`src/rtl/line_loader.sv`:
```
// line_loader: packs a serial bit stream into LINE_W-bit lines, writes DEPTH lines to memory, then kicks the rotation core.
// Optional LINE_LOADER_PARITY_EN: an even-parity bit follows each line; a mismatch sets sticky parity_err.
module line_loader #(
  parameter int LINE_W = 25,
  parameter int DEPTH  = 64,
  parameter int ADDR_W = 6
) (
  input  logic              clk,
  input  logic              rst,
  input  logic              in_valid,
  input  logic              in_bit,
  output logic              in_ready,
  output logic              mem_we,
  output logic [ADDR_W-1:0] mem_addr,
  output logic [LINE_W-1:0] mem_wdata,
  output logic              start,
  input  logic              core_done,
  output logic              busy,
  output logic [7:0]        frame_cnt
`ifdef LINE_LOADER_PARITY_EN
  ,
  output logic              parity_err
`endif
);
`ifdef LINE_LOADER_PARITY_EN
  localparam int NBITS = LINE_W + 1;
`else
  localparam int NBITS = LINE_W;
`endif
  localparam int CW = $clog2(NBITS + 1);
  typedef enum logic [2:0] {S_IDLE, S_SHIFT, S_WRITE, S_KICK, S_WAIT} state_t;
  state_t state_q, state_d;
  logic [CW-1:0] bit_q, bit_d;
  logic [ADDR_W-1:0] line_q, line_d, addr_q, addr_d;
  logic [LINE_W-1:0] shreg_q, shreg_d, wdata_q, wdata_d;
  logic [7:0] frame_q, frame_d;
  logic in_ready_q, mem_we_q, start_q, busy_q, acc;
`ifdef LINE_LOADER_PARITY_EN
  logic perr_q, perr_d;
  assign parity_err = perr_q;
`endif
  assign in_ready  = in_ready_q;
  assign mem_we    = mem_we_q;
  assign mem_addr  = addr_q;
  assign mem_wdata = wdata_q;
  assign start     = start_q;
  assign busy      = busy_q;
  assign frame_cnt = frame_q;
  always_comb begin
    state_d = state_q;
    bit_d   = bit_q;
    line_d  = line_q;
    shreg_d = shreg_q;
    addr_d  = addr_q;
    wdata_d = wdata_q;
    frame_d = frame_q;
`ifdef LINE_LOADER_PARITY_EN
    perr_d  = perr_q;
`endif
    acc = in_valid & in_ready_q;
    case (state_q)
      S_IDLE:  state_d = in_valid ? S_SHIFT : S_IDLE;
      S_SHIFT: if (acc) begin
        bit_d = bit_q + CW'(1);
        if (bit_q < CW'(LINE_W)) shreg_d = {in_bit, shreg_q[LINE_W-1:1]};
`ifdef LINE_LOADER_PARITY_EN
        else perr_d = perr_q | (in_bit ^ (^shreg_q));
`endif
        // capture address and data on entry so both are registered during the write cycle
        if (bit_q == CW'(NBITS - 1)) begin
          state_d = S_WRITE;
          addr_d  = line_q;
          wdata_d = shreg_d;
        end
      end
      S_WRITE: begin
        bit_d   = '0;
        state_d = (line_q == ADDR_W'(DEPTH - 1)) ? S_KICK : S_SHIFT;
        line_d  = (line_q == ADDR_W'(DEPTH - 1)) ? '0 : line_q + ADDR_W'(1);
      end
      S_KICK: begin
        frame_d = frame_q + 8'd1;
        state_d = S_WAIT;
      end
      S_WAIT:  state_d = core_done ? S_IDLE : S_WAIT;
      default: state_d = S_IDLE;
    endcase
  end
  always_ff @(posedge clk or posedge rst)
    if (rst) begin
      state_q    <= S_IDLE;
      bit_q      <= '0;
      line_q     <= '0;
      shreg_q    <= '0;
      addr_q     <= '0;
      wdata_q    <= '0;
      frame_q    <= '0;
      in_ready_q <= 1'b0;
      mem_we_q   <= 1'b0;
      start_q    <= 1'b0;
      busy_q     <= 1'b0;
`ifdef LINE_LOADER_PARITY_EN
      perr_q     <= 1'b0;
`endif
    end else begin
      state_q    <= state_d;
      bit_q      <= bit_d;
      line_q     <= line_d;
      shreg_q    <= shreg_d;
      addr_q     <= addr_d;
      wdata_q    <= wdata_d;
      frame_q    <= frame_d;
      in_ready_q <= state_d == S_SHIFT;
      mem_we_q   <= state_d == S_WRITE;
      start_q    <= state_d == S_KICK;
      busy_q     <= state_d != S_IDLE;
`ifdef LINE_LOADER_PARITY_EN
      perr_q     <= perr_d;
`endif
    end
endmodule

```
`config.mk`:
```
export PLATFORM = sky130hd
export DESIGN_NAME = line_loader
export DESIGN_NICKNAME = d
export VERILOG_FILES = /design/src/rtl/line_loader.sv
export SDC_FILE = /design/constraint.sdc
export NUM_CORES = 1
export LEC_CHECK = 0
export BUFFER_PORTS_ARGS = -buffer_cell sky130_fd_sc_hd__clkbuf_2
export CELL_PAD_IN_SITES_DETAIL_PLACEMENT = 1
export CELL_PAD_IN_SITES_GLOBAL_PLACEMENT = 2
export CORE_ASPECT_RATIO = 1.75
export CORE_MARGIN = 3
export CORE_UTILIZATION = 35
export CTS_CLUSTER_SIZE = 8
export DETAILED_ROUTE_END_ITERATION = 12
export GPL_TIMING_DRIVEN = 1
export PLACE_DENSITY = 0.77
export SLEW_MARGIN = 40
export SYNTH_ARGS = -nofsm -noshare
export SYNTH_HDL_FRONTEND = slang
export SYNTH_SLANG_ARGS = --single-unit
```
`constraint.sdc`:
```
create_clock -name clk -period 4 [get_ports clk]
set_input_delay 1 -clock clk [delete_from_list [all_inputs] [get_ports clk]]
set_output_delay 1 -clock clk [all_outputs]
set_load 0.005 [all_outputs]
```
==> results.py, run 1 <==
metrics = {
    "synth": {
        "synth.yosys.seq_area_share_pct": 56.6,
        "synth_top_cell_by_area": "dfrtp_1",
        "synthTopCellsByArea": "dfrtp_1, mux2_2, mux2_1",
        "synth_cell_types": 38,
        "yosys_warnings": 0,
        "syn_nets": 270,
        "syn_avg_cell_area_um2": 13.9,
        "syn-instance-count": 261,
        "synth.cell_area_um2": 3630,
        "yosysTopAreaCellShare_pct": 56.6,
        "ys_seq_elements": 82,
    },
    "clock_tree": {
        "cts.htree.levels": 3,
        "cts_num_sinks": 82,
        "path_clk_slew_ns": 0.06,
        "cts_inserted_buffers": 9,
        "cts.path.max_buffers": 2,
        "cts_resized": 0,
        "root_buffer": "clkbuf_16",
        "cts_tree": "done",
        "post-cts-setup-buffers": 0,
        "worstSkewPairLatency_ns": 0.33,
        "ctsHoldBuffers": 0,
    },
    "setup_path": {
        "endpoint": "shreg_q[10]",
        "r2r-end": "shreg_q[10]",
        "rr_worst_depth": 5,
        "path_common_cell": "buf_4",
        "critical_path.startpoint_type": "flop",
        "r2r_slack_ns": 1.85,
        "slowest_delay_ns": 0.45,
        "critPathTopFamily": "buffers and inverters",
        "worst-path-stages": 5,
        "worstSetupStartpoint": "bit_q[0]",
        "critPathBufInv": 2,
        "setup.worst_path.end_class": "flop",
        "r2r-start": "bit_q[0]",
        "crit_type": "reg2reg",
        "critPathSlowestCell": "dfrtp_1",
        "worstPathArrival_ns": 2.36,
        "crit_chain": "o311ai_4 -> buf_4 -> and3_1 -> buf_4 -> mux2_2",
        "crit_path_max_fanout": 26,
        "critPathRequiredTime_ns": 4.21,
    },
    "global_routing": {
        "grt_usage_pct": 13.1,
        "grt_max_degree": 60,
        "antenna_found_initial": 0,
        "grt_pass1_vias": 2421,
        "grt.overflow.total": 0,
        "grt_pass1_wl_um": 12100,
    },
    "sta": {
        "final_hold_viol_count": 0,
        "post-route-period-util_pct": 53.8,
        "fin_crit_ns": 2.15,
        "slew-limit-headroom_pct": 59.3,
        "rsz0062_at_grt": "false",
        "final-setup-viol-count": 0,
        "slew_violations": 0,
        "worst_pin_slew_ns": 0.608,
        "fmax_mhz": 465,
        "skew_ns": 0.00639,
        "fin_setup_tns_ns": 0,
    },
    "cells_and_area": {
        "synthToLayoutAreaGrowth_pct": 19.1,
        "fillers": 1076,
        "antennaDiodeCount": 0,
        "final_cell_mix": "dfrtp_1, mux2_2, clkbuf_2",
        "multiInputGateArea_um2": 1510,
        "layout_commonest_cell": "dfrtp_1",
        "fin_area_um2": 4320,
        "drive_above_1_share_pct": 47.0,
        "nets": 324,
        "regArea_um2": 2050,
    },
    "placement": {
        "place_hpwl_um": 4990,
        "placed_cell_area_um2": 4010,
        "gp_congestion": 0.769,
        "port_buffers": 47,
    },
    "detailed_routing": {
        "drtPass1Iterations": 3,
        "wl_per_cell_um": 16.2,
        "initialDrtViolationCount": 95,
        "antenna_left": 0,
        "vias": 2239,
        "via_per_inst": 5.04,
        "finalWirelength_um": 7170,
        "drc": 0,
    },
    "die": {
        "core_um2": 9970,
        "die_width_um": 83.0,
        "die-area_um2": 11700,
        "die_h_um": 141,
        "core.rowCount": 48,
        "io_pins": 48,
        "start_util_pct": 36.4,
    },
    "hold_path": {
        "hold_path.class": "reg2reg",
    },
    "pwr": {
        "leakagePower_uw": 0.00211,
        "powerDensity_nw_per_um2": 633,
        "ir_worst_vdd_mv": 0.262,
    },
    "status": {
        "status": "completed",
    },
    "job": {
        "drv_cap": 0,
    },
}
per-stage QoR:
stage / std cells / worst slack, ns / total power [µW] / hold slack, ns / utilization (%)
finish: 444 / 1.85 / 2740 / 0.481 / 43.3
global route: 444 / 1.66 / 2910 / 0.497 / 43.3
CTS: 444 / 1.82 / 2790 / 0.486 / 43.3
detailed placement: 429 / 1.60 / 1930 / 0.474 / 40.3
global placement: 429 / 1.64 / 1890 / 0.465 / 40.2
floorplan: 261 / 0.892 / 1720 / 0.468 / -
state kept, by name (all words and copies together) (netlist names), 3 cells and up:
name,count
shreg_q,25
frame_cnt,8
bit_q,5
mem_addr,6
state_q,3
mem_wdata,25
line_q,6
area by class of cell:
cell class              count  share of cell area (%)
flip-flops and latches     82                    47.5
multi-input cells         165                    34.8
repair buffers             53                    6.49
clock buffers              13                    6.26
well taps                 125                    3.62
clock inverters             2                   0.811
inverters                   4                   0.463
report_power, final:
group | switching, µW | total [µW] | leakage [µW] | internal, µW
sequential | 192 | 1220 | 0.00109 | 1030
combinational | 273 | 673 | 0.000870 | 400
clock | 309 | 839 | 0.000152 | 530
cells in the mapped netlist:
library cell and number:
a211oi_1 1, a21o_1 1, a21oi_1 6, and2_1 4
and3_1 3, and3b_1 1, buf_2 2, buf_4 2
buf_6 3, clkbuf_1 3, dfrtp_1 82, ha_1 4
inv_1 4, mux2_1 8, mux2_2 74, nand2_1 11
nand2b_1 1, nand3_1 7, nand4_1 3, nand4b_1 3
nor2_1 2, nor3_1 1, nor3b_1 2, nor4_1 1
nor4_4 1, nor4b_1 1, o2111ai_1 1, o21ai_0 8
o311ai_2 1, o31ai_1 2, or2_2 2, or3_1 3
or3b_2 1, or3b_4 1, or4_1 1, or4b_2 1
xnor2_1 7, xor2_1 2
worst min path at each step:
stage / start / to / slack (ns) / cells after the start
CTS: frame_cnt[7] / frame_cnt[7] / 0.49 / 1
global placement: frame_cnt[7] / frame_cnt[7] / 0.47 / 1
floorplan: frame_cnt[7] / frame_cnt[7] / 0.47 / 1
global route: frame_cnt[7] / frame_cnt[7] / 0.50 / 1
finish: frame_cnt[7] / frame_cnt[7] / 0.48 / 1
detailed placement: mem_addr[3] / mem_addr[3] / 0.47 / 1
metal layers:
layer	vias up	global-route usage [%]	part of all wire, %
met5	-	0	0
li1	1050	-	-
met1	1152	13.7	40
met3	9	3.22	2.4
met4	0	6.72	2.1
met2	28	23.9	56
kinds of logic (layout without fill, tap and decap cells):
logic type / after synthesis / after routing / synth area share (%)
compound gates: 20 / 20 / 3.45
buf+inv: 14 / 72 / 2.35
xor+xnor: 9 / 9 / 2.17
flops: 82 / 82 / 56.6
fa+ha+maj: 4 / 4 / 1.38
simple gates: 50 / 50 / 8.62
mux: 82 / 82 / 25.5
(Power assumes the default switching activity.)
==> run 2, diff against run 1 <==
--- a/config.mk
+++ b/config.mk
@@ -5,16 +5,17 @@
 export SDC_FILE = /design/constraint.sdc
 export NUM_CORES = 1
 export LEC_CHECK = 0
+export ABC_AREA = 1
 export BUFFER_PORTS_ARGS = -buffer_cell sky130_fd_sc_hd__clkbuf_2
 export CELL_PAD_IN_SITES_DETAIL_PLACEMENT = 1
 export CELL_PAD_IN_SITES_GLOBAL_PLACEMENT = 2
 export CORE_ASPECT_RATIO = 1.75
 export CORE_MARGIN = 3
-export CORE_UTILIZATION = 35
+export CORE_UTILIZATION = 30
 export CTS_CLUSTER_SIZE = 8
 export DETAILED_ROUTE_END_ITERATION = 12
 export GPL_TIMING_DRIVEN = 1
-export PLACE_DENSITY = 0.77
+export PLACE_DENSITY = 0.81
 export SLEW_MARGIN = 40
 export SYNTH_ARGS = -nofsm -noshare
 export SYNTH_HDL_FRONTEND = slang
==> constraint.sdc (replaced) <==
create_clock -name clk -period 1.96 [get_ports clk]
set_input_delay 0.49 -clock clk [delete_from_list [all_inputs] [get_ports clk]]
set_output_delay 0.49 -clock clk [all_outputs]
set_load 0.005 [all_outputs]
==> results.py, run 2 <==
metrics = {
    "status": {
        "status": "completed",
    },
    "setup_path": {
        "critPathRequiredTime_ns": 2.18,
        "worstSetupStartpoint": "bit_q[0]",
        "crit_path_max_fanout": 8,
        "r2r_slack_ns": 0.21,
        "critical_path.startpoint_type": "flop",
        "worstPathArrival_ns": 1.97,
        "setup.worst_path.end_class": "flop",
        "r2r-start": "bit_q[0]",
        "crit_type": "reg2reg",
        "r2r-end": "mem_addr[4]",
        "rr_worst_depth": 8,
    },
    "global_routing": {
        "grt.overflow.total": 0,
        "grt_max_degree": 35,
        "grt_pass1_wl_um": 16900,
        "grt_usage_pct": 14.9,
        "grt_pass1_vias": 3459,
        "antenna_found_initial": 0,
    },
    "detailed_routing": {
        "drtPass1Iterations": 4,
        "antenna_left": 0,
        "finalWirelength_um": 9680,
        "via_per_inst": 4.61,
        "wl_per_cell_um": 13.8,
        "drc": 0,
        "vias": 3242,
        "initialDrtViolationCount": 106,
    },
    "placement": {
        "port_buffers": 47,
        "gp_congestion": 0.759,
        "place_hpwl_um": 7100,
        "placed_cell_area_um2": 4230,
    },
    "die": {
        "start_util_pct": 31.0,
        "core.rowCount": 53,
        "core_um2": 12100,
        "die_width_um": 90.7,
        "die-area_um2": 14000,
        "io_pins": 48,
        "die_h_um": 154,
    },
    "sta": {
        "skew_ns": 0.00581,
        "rsz0062_at_grt": "false",
        "final_hold_viol_count": 0,
        "slew_violations": 0,
        "worst_pin_slew_ns": 0.574,
        "final-setup-viol-count": 0,
        "fmax_mhz": 572,
        "slew-limit-headroom_pct": 61.7,
        "post-route-period-util_pct": 89.1,
        "fin_crit_ns": 1.75,
        "fin_setup_tns_ns": 0,
    },
    "pwr": {
        "ir_worst_vdd_mv": 0.570,
        "leakagePower_uw": 0.00257,
        "powerDensity_nw_per_um2": 1160,
    },
    "clock_tree": {
        "path_clk_slew_ns": 0.06,
        "ctsHoldBuffers": 0,
        "cts_resized": 0,
        "cts_inserted_buffers": 9,
        "cts_tree": "done",
        "cts.path.max_buffers": 2,
        "worstSkewPairLatency_ns": 0.33,
        "cts_num_sinks": 82,
        "root_buffer": "clkbuf_16",
        "cts.htree.levels": 3,
        "post-cts-setup-buffers": 0,
    },
    "cells_and_area": {
        "synthToLayoutAreaGrowth_pct": 20.8,
        "fillers": 1513,
        "drive_above_1_share_pct": 15.6,
        "antennaDiodeCount": 0,
        "fin_area_um2": 4550,
        "layout_commonest_cell": "nand2_1",
        "utilization_pct": 37.5,
        "nets": 544,
        "final_cell_mix": "nand2_1, dfrtp_1, clkbuf_2",
    },
    "synth": {
        "synthArstFlopShare_pct": 100,
        "synth_top_cell_by_area": "dfrtp_1",
        "yosysTopAreaCellShare_pct": 54.5,
        "syn_avg_cell_area_um2": 7.83,
        "synth.cell_area_um2": 3770,
        "syn-instance-count": 481,
        "synthTopCellsByArea": "dfrtp_1, nand2_1, nand3_1",
        "synth.yosys.seq_area_share_pct": 54.5,
        "yosys_warnings": 0,
        "synth_common_cells": "nand2_1, dfrtp_1, nand3_1",
        "yosysMostFrequentCell": "nand2_1",
        "syn_nets": 490,
        "yosys_most_used_dff": "dfrtp_1",
        "synth_edf_count": 0,
        "ys_seq_elements": 82,
        "synth_cell_types": 22,
    },
    "job": {
        "drv_cap": 0,
    },
    "hold_path": {
        "hold_path.class": "in2async",
    },
}
run 2: power by group:
part	internal [µW]	total [µW]	switching (µW)	leakage [µW]
logic	386	1180	790	0.00130
clock network	1180	1830	648	0.000156
registers	2000	2260	259	0.00111
total	3570	5270	1700	0.00257
run 2: worst max-delay path by stage:
stage	to	slack (ns)
floorplan	bit_q[0]	0.53
global placement	mem_wdata[23]	0.24
detailed placement	mem_addr[1]	0.21
CTS	mem_addr[4]	0.19
global route	mem_addr[2]	0.03
finish	mem_addr[4]	0.21
run 2: kinds of logic (layout without fill, tap and decap cells):
| kind of cell | Yosys count | in the layout | share of synthesized area (%) |
|---|---|---|---|
| buffers and inverters | 49 | 107 | 5.88 |
| xor gates and xnor gates | 7 | 7 | 1.63 |
| DFF | 82 | 82 | 54.5 |
| adders and majority gates | 4 | 4 | 1.33 |
| AOI/OAI and AO/OA | 11 | 11 | 1.46 |
| and+or+nand+nor | 328 | 328 | 35.2 |
run 2: worst max-delay path, stage by stage (launching register included):
cell	delay (ns)
dfrtp_1	0.42
inv_1	0.14
ha_1	0.16
inv_1	0.05
nor3_2	0.20
nand3_1	0.28
buf_4	0.27
nand2_1	0.06
nand2_1	0.05
run 2: layout make-up:
cell class	count	area [µm²]	area share (%)
clock buffer	13	260	5.72
clock inverter	2	60.1	1.32
sequential	82	2050	45.1
inverter	33	128	2.80
tap	165	206	4.54
timing repair buffer	59	350	7.70
multi-input combinational	350	1490	32.8
run 2: metrics by stage:
| stage | instances | worst slack, ns | hold slack (ns) | total power, µW |
|---|---|---|---|---|
| finish | 704 | 0.213 | 0.200 | 5270 |
| global route | 704 | 0.0258 | 0.250 | 5650 |
| CTS | 704 | 0.192 | 0.213 | 5360 |
| detailed placement | 689 | 0.209 | 0.469 | 3500 |
| global placement | 689 | 0.237 | 0.459 | 3440 |
| floorplan | 481 | 0.532 | 0.450 | 3080 |
run 2: per-layer routing:
metal	routed length [µm]	GRT usage [%]
met3	290	2.77
met1	3910	16.7
met2	5330	27.9
met5	0	0
met4	152	5.26
==> run 3, diff against run 2 <==
--- a/config.mk
+++ b/config.mk
@@ -6,7 +6,7 @@
 export NUM_CORES = 1
 export LEC_CHECK = 0
 export ABC_AREA = 1
-export BUFFER_PORTS_ARGS = -buffer_cell sky130_fd_sc_hd__clkbuf_2
+export BUFFER_PORTS_ARGS = -buffer_cell sky130_fd_sc_hd__buf_2
 export CELL_PAD_IN_SITES_DETAIL_PLACEMENT = 1
 export CELL_PAD_IN_SITES_GLOBAL_PLACEMENT = 2
 export CORE_ASPECT_RATIO = 1.75
==> results.py, run 3 (synthesis results as in run 2) <==
metrics = {
    "pwr": {
        "ir_worst_vdd_mv": 0.583,
        "p_total_uw": 5020,
        "powerDensity_nw_per_um2": 1120,
        "leakagePower_uw": 0.00258,
    },
    "setup_path": {
        "r2r_slack_ns": 0.25,
        "critPathRequiredTime_ns": 2.19,
        "crit_path_max_fanout": 8,
        "critical_path.startpoint_type": "flop",
        "worstPathArrival_ns": 1.94,
        "setup.worst_path.end_class": "flop",
        "crit_type": "reg2reg",
    },
    "detailed_routing": {
        "finalWirelength_um": 9780,
        "via_per_inst": 4.67,
        "vias": 3290,
        "antenna_left": 0,
        "wl_per_cell_um": 13.9,
        "drtPass1Iterations": 4,
        "drc": 0,
        "initialDrtViolationCount": 97,
    },
    "clock_tree": {
        "cts_resized": 0,
        "cts_inserted_buffers": 9,
        "cts.htree.levels": 3,
        "ctsHoldBuffers": 0,
        "post-cts-setup-buffers": 0,
        "cts_tree": "done",
        "worstSkewPairLatency_ns": 0.34,
        "cts.path.max_buffers": 2,
        "root_buffer": "clkbuf_16",
        "cts_num_sinks": 82,
        "path_clk_slew_ns": 0.06,
    },
    "sta": {
        "rsz0062_at_grt": "false",
        "slew-limit-headroom_pct": 65.6,
        "fin_crit_ns": 1.71,
        "fmax_mhz": 584,
        "worst_pin_slew_ns": 0.514,
        "post-route-period-util_pct": 87.4,
        "holdWs_ns": 0.147,
        "slew_violations": 0,
        "fin_setup_tns_ns": 0,
        "skew_ns": 0.00960,
        "final-setup-viol-count": 0,
        "final_hold_viol_count": 0,
    },
    "die": {
        "core.rowCount": 53,
        "die_h_um": 154,
        "die_width_um": 90.7,
        "io_pins": 48,
        "core_um2": 12100,
        "start_util_pct": 31.0,
        "die-area_um2": 14000,
    },
    "cells_and_area": {
        "layout_commonest_cell": "nand2_1",
        "fillers": 1516,
        "synthToLayoutAreaGrowth_pct": 19.2,
        "final_cell_mix": "nand2_1, dfrtp_1, buf_2",
        "regArea_um2": 2050,
        "nets": 544,
        "final_cell_count_no_fill": 704,
        "multiInputGateArea_um2": 1490,
        "antennaDiodeCount": 0,
        "utilization_pct": 37.0,
        "drive_above_1_share_pct": 15.6,
    },
    "status": {
        "status": "completed",
    },
    "global_routing": {
        "grt_usage_pct": 14.8,
        "antenna_found_initial": 0,
        "grt_pass1_vias": 3485,
        "grt_pass1_wl_um": 16700,
        "grt_max_degree": 45,
        "grt.overflow.total": 0,
    },
    "placement": {
        "place_hpwl_um": 6960,
        "gp_congestion": 0.746,
        "place_inst": 689,
        "port_buffers": 47,
    },
    "job": {
        "drv_cap": 0,
    },
    "hold_path": {
        "hold_path.class": "in2async",
    },
}
[run 3: changes by cell type in the layout (fill, tap and decap cells not counted), sizes merged]
| cell | delta |
|---|---|
| buf | +47 |
| bufinv | -2 |
| clkbuf | -47 |
| clkinv | +1 |
| clkinvlp | +1 |
[run 3: layout make-up]
| type | instances | share of cell area [%] |
|---|---|---|
| inverters | 33 | 2.84 |
| multi-input cells | 350 | 33.3 |
| repair buffers | 59 | 7.52 |
| well taps | 165 | 4.60 |
| flip-flops and latches | 82 | 45.7 |
| clock inverters | 2 | 0.279 |
| clock buffers | 13 | 5.80 |
[run 3: worst max-delay path, cell delays in order (launching register included)]
cell	delay (ns)
dfrtp_1	0.39
inv_1	0.11
ha_1	0.21
inv_1	0.09
nor3_2	0.06
nand3_1	0.26
clkinv_1	0.30
nand2_1	0.15
nand2_1	0.06
[run 3: path summary, 6_finish.rpt]
kind / start / endpoint / cells past startpoint
hold reg to reg: mem_wdata[15] / mem_wdata[15] / 2
setup reg to reg: bit_q[0] / mem_wdata[22] / 8
max in group asynchronous: rst / bit_q[2] / 3
setup / recovery: bit_q[0] / mem_wdata[22] / 8
min in group clk: core_done / state_q[2] / 2
hold / removal: rst / mem_wdata[5] / 2
[run 3: where the power goes]
group / internal [µW] / switching, µW
sequential: 2000 / 258
clock: 919 / 662
combinational: 385 / 793
total: 3310 / 1710
[run 3: metrics by stage]
step / worst slack [ns] / area (µm²)
floorplan: 0.532 / 3770
global route: 0.0618 / 4490
finish: 0.248 / 4490
detailed placement: 0.238 / 4220
CTS: 0.206 / 4490
global placement: 0.330 / 4220
[run 3: routing by layer]
metal	share of wire, %	track usage [%]	vias up
met5	0	0	-
met4	1.4	5.26	0
met3	3.3	3.84	10
met2	54	27.3	41
met1	42	16.0	1644
li1	-	-	1595
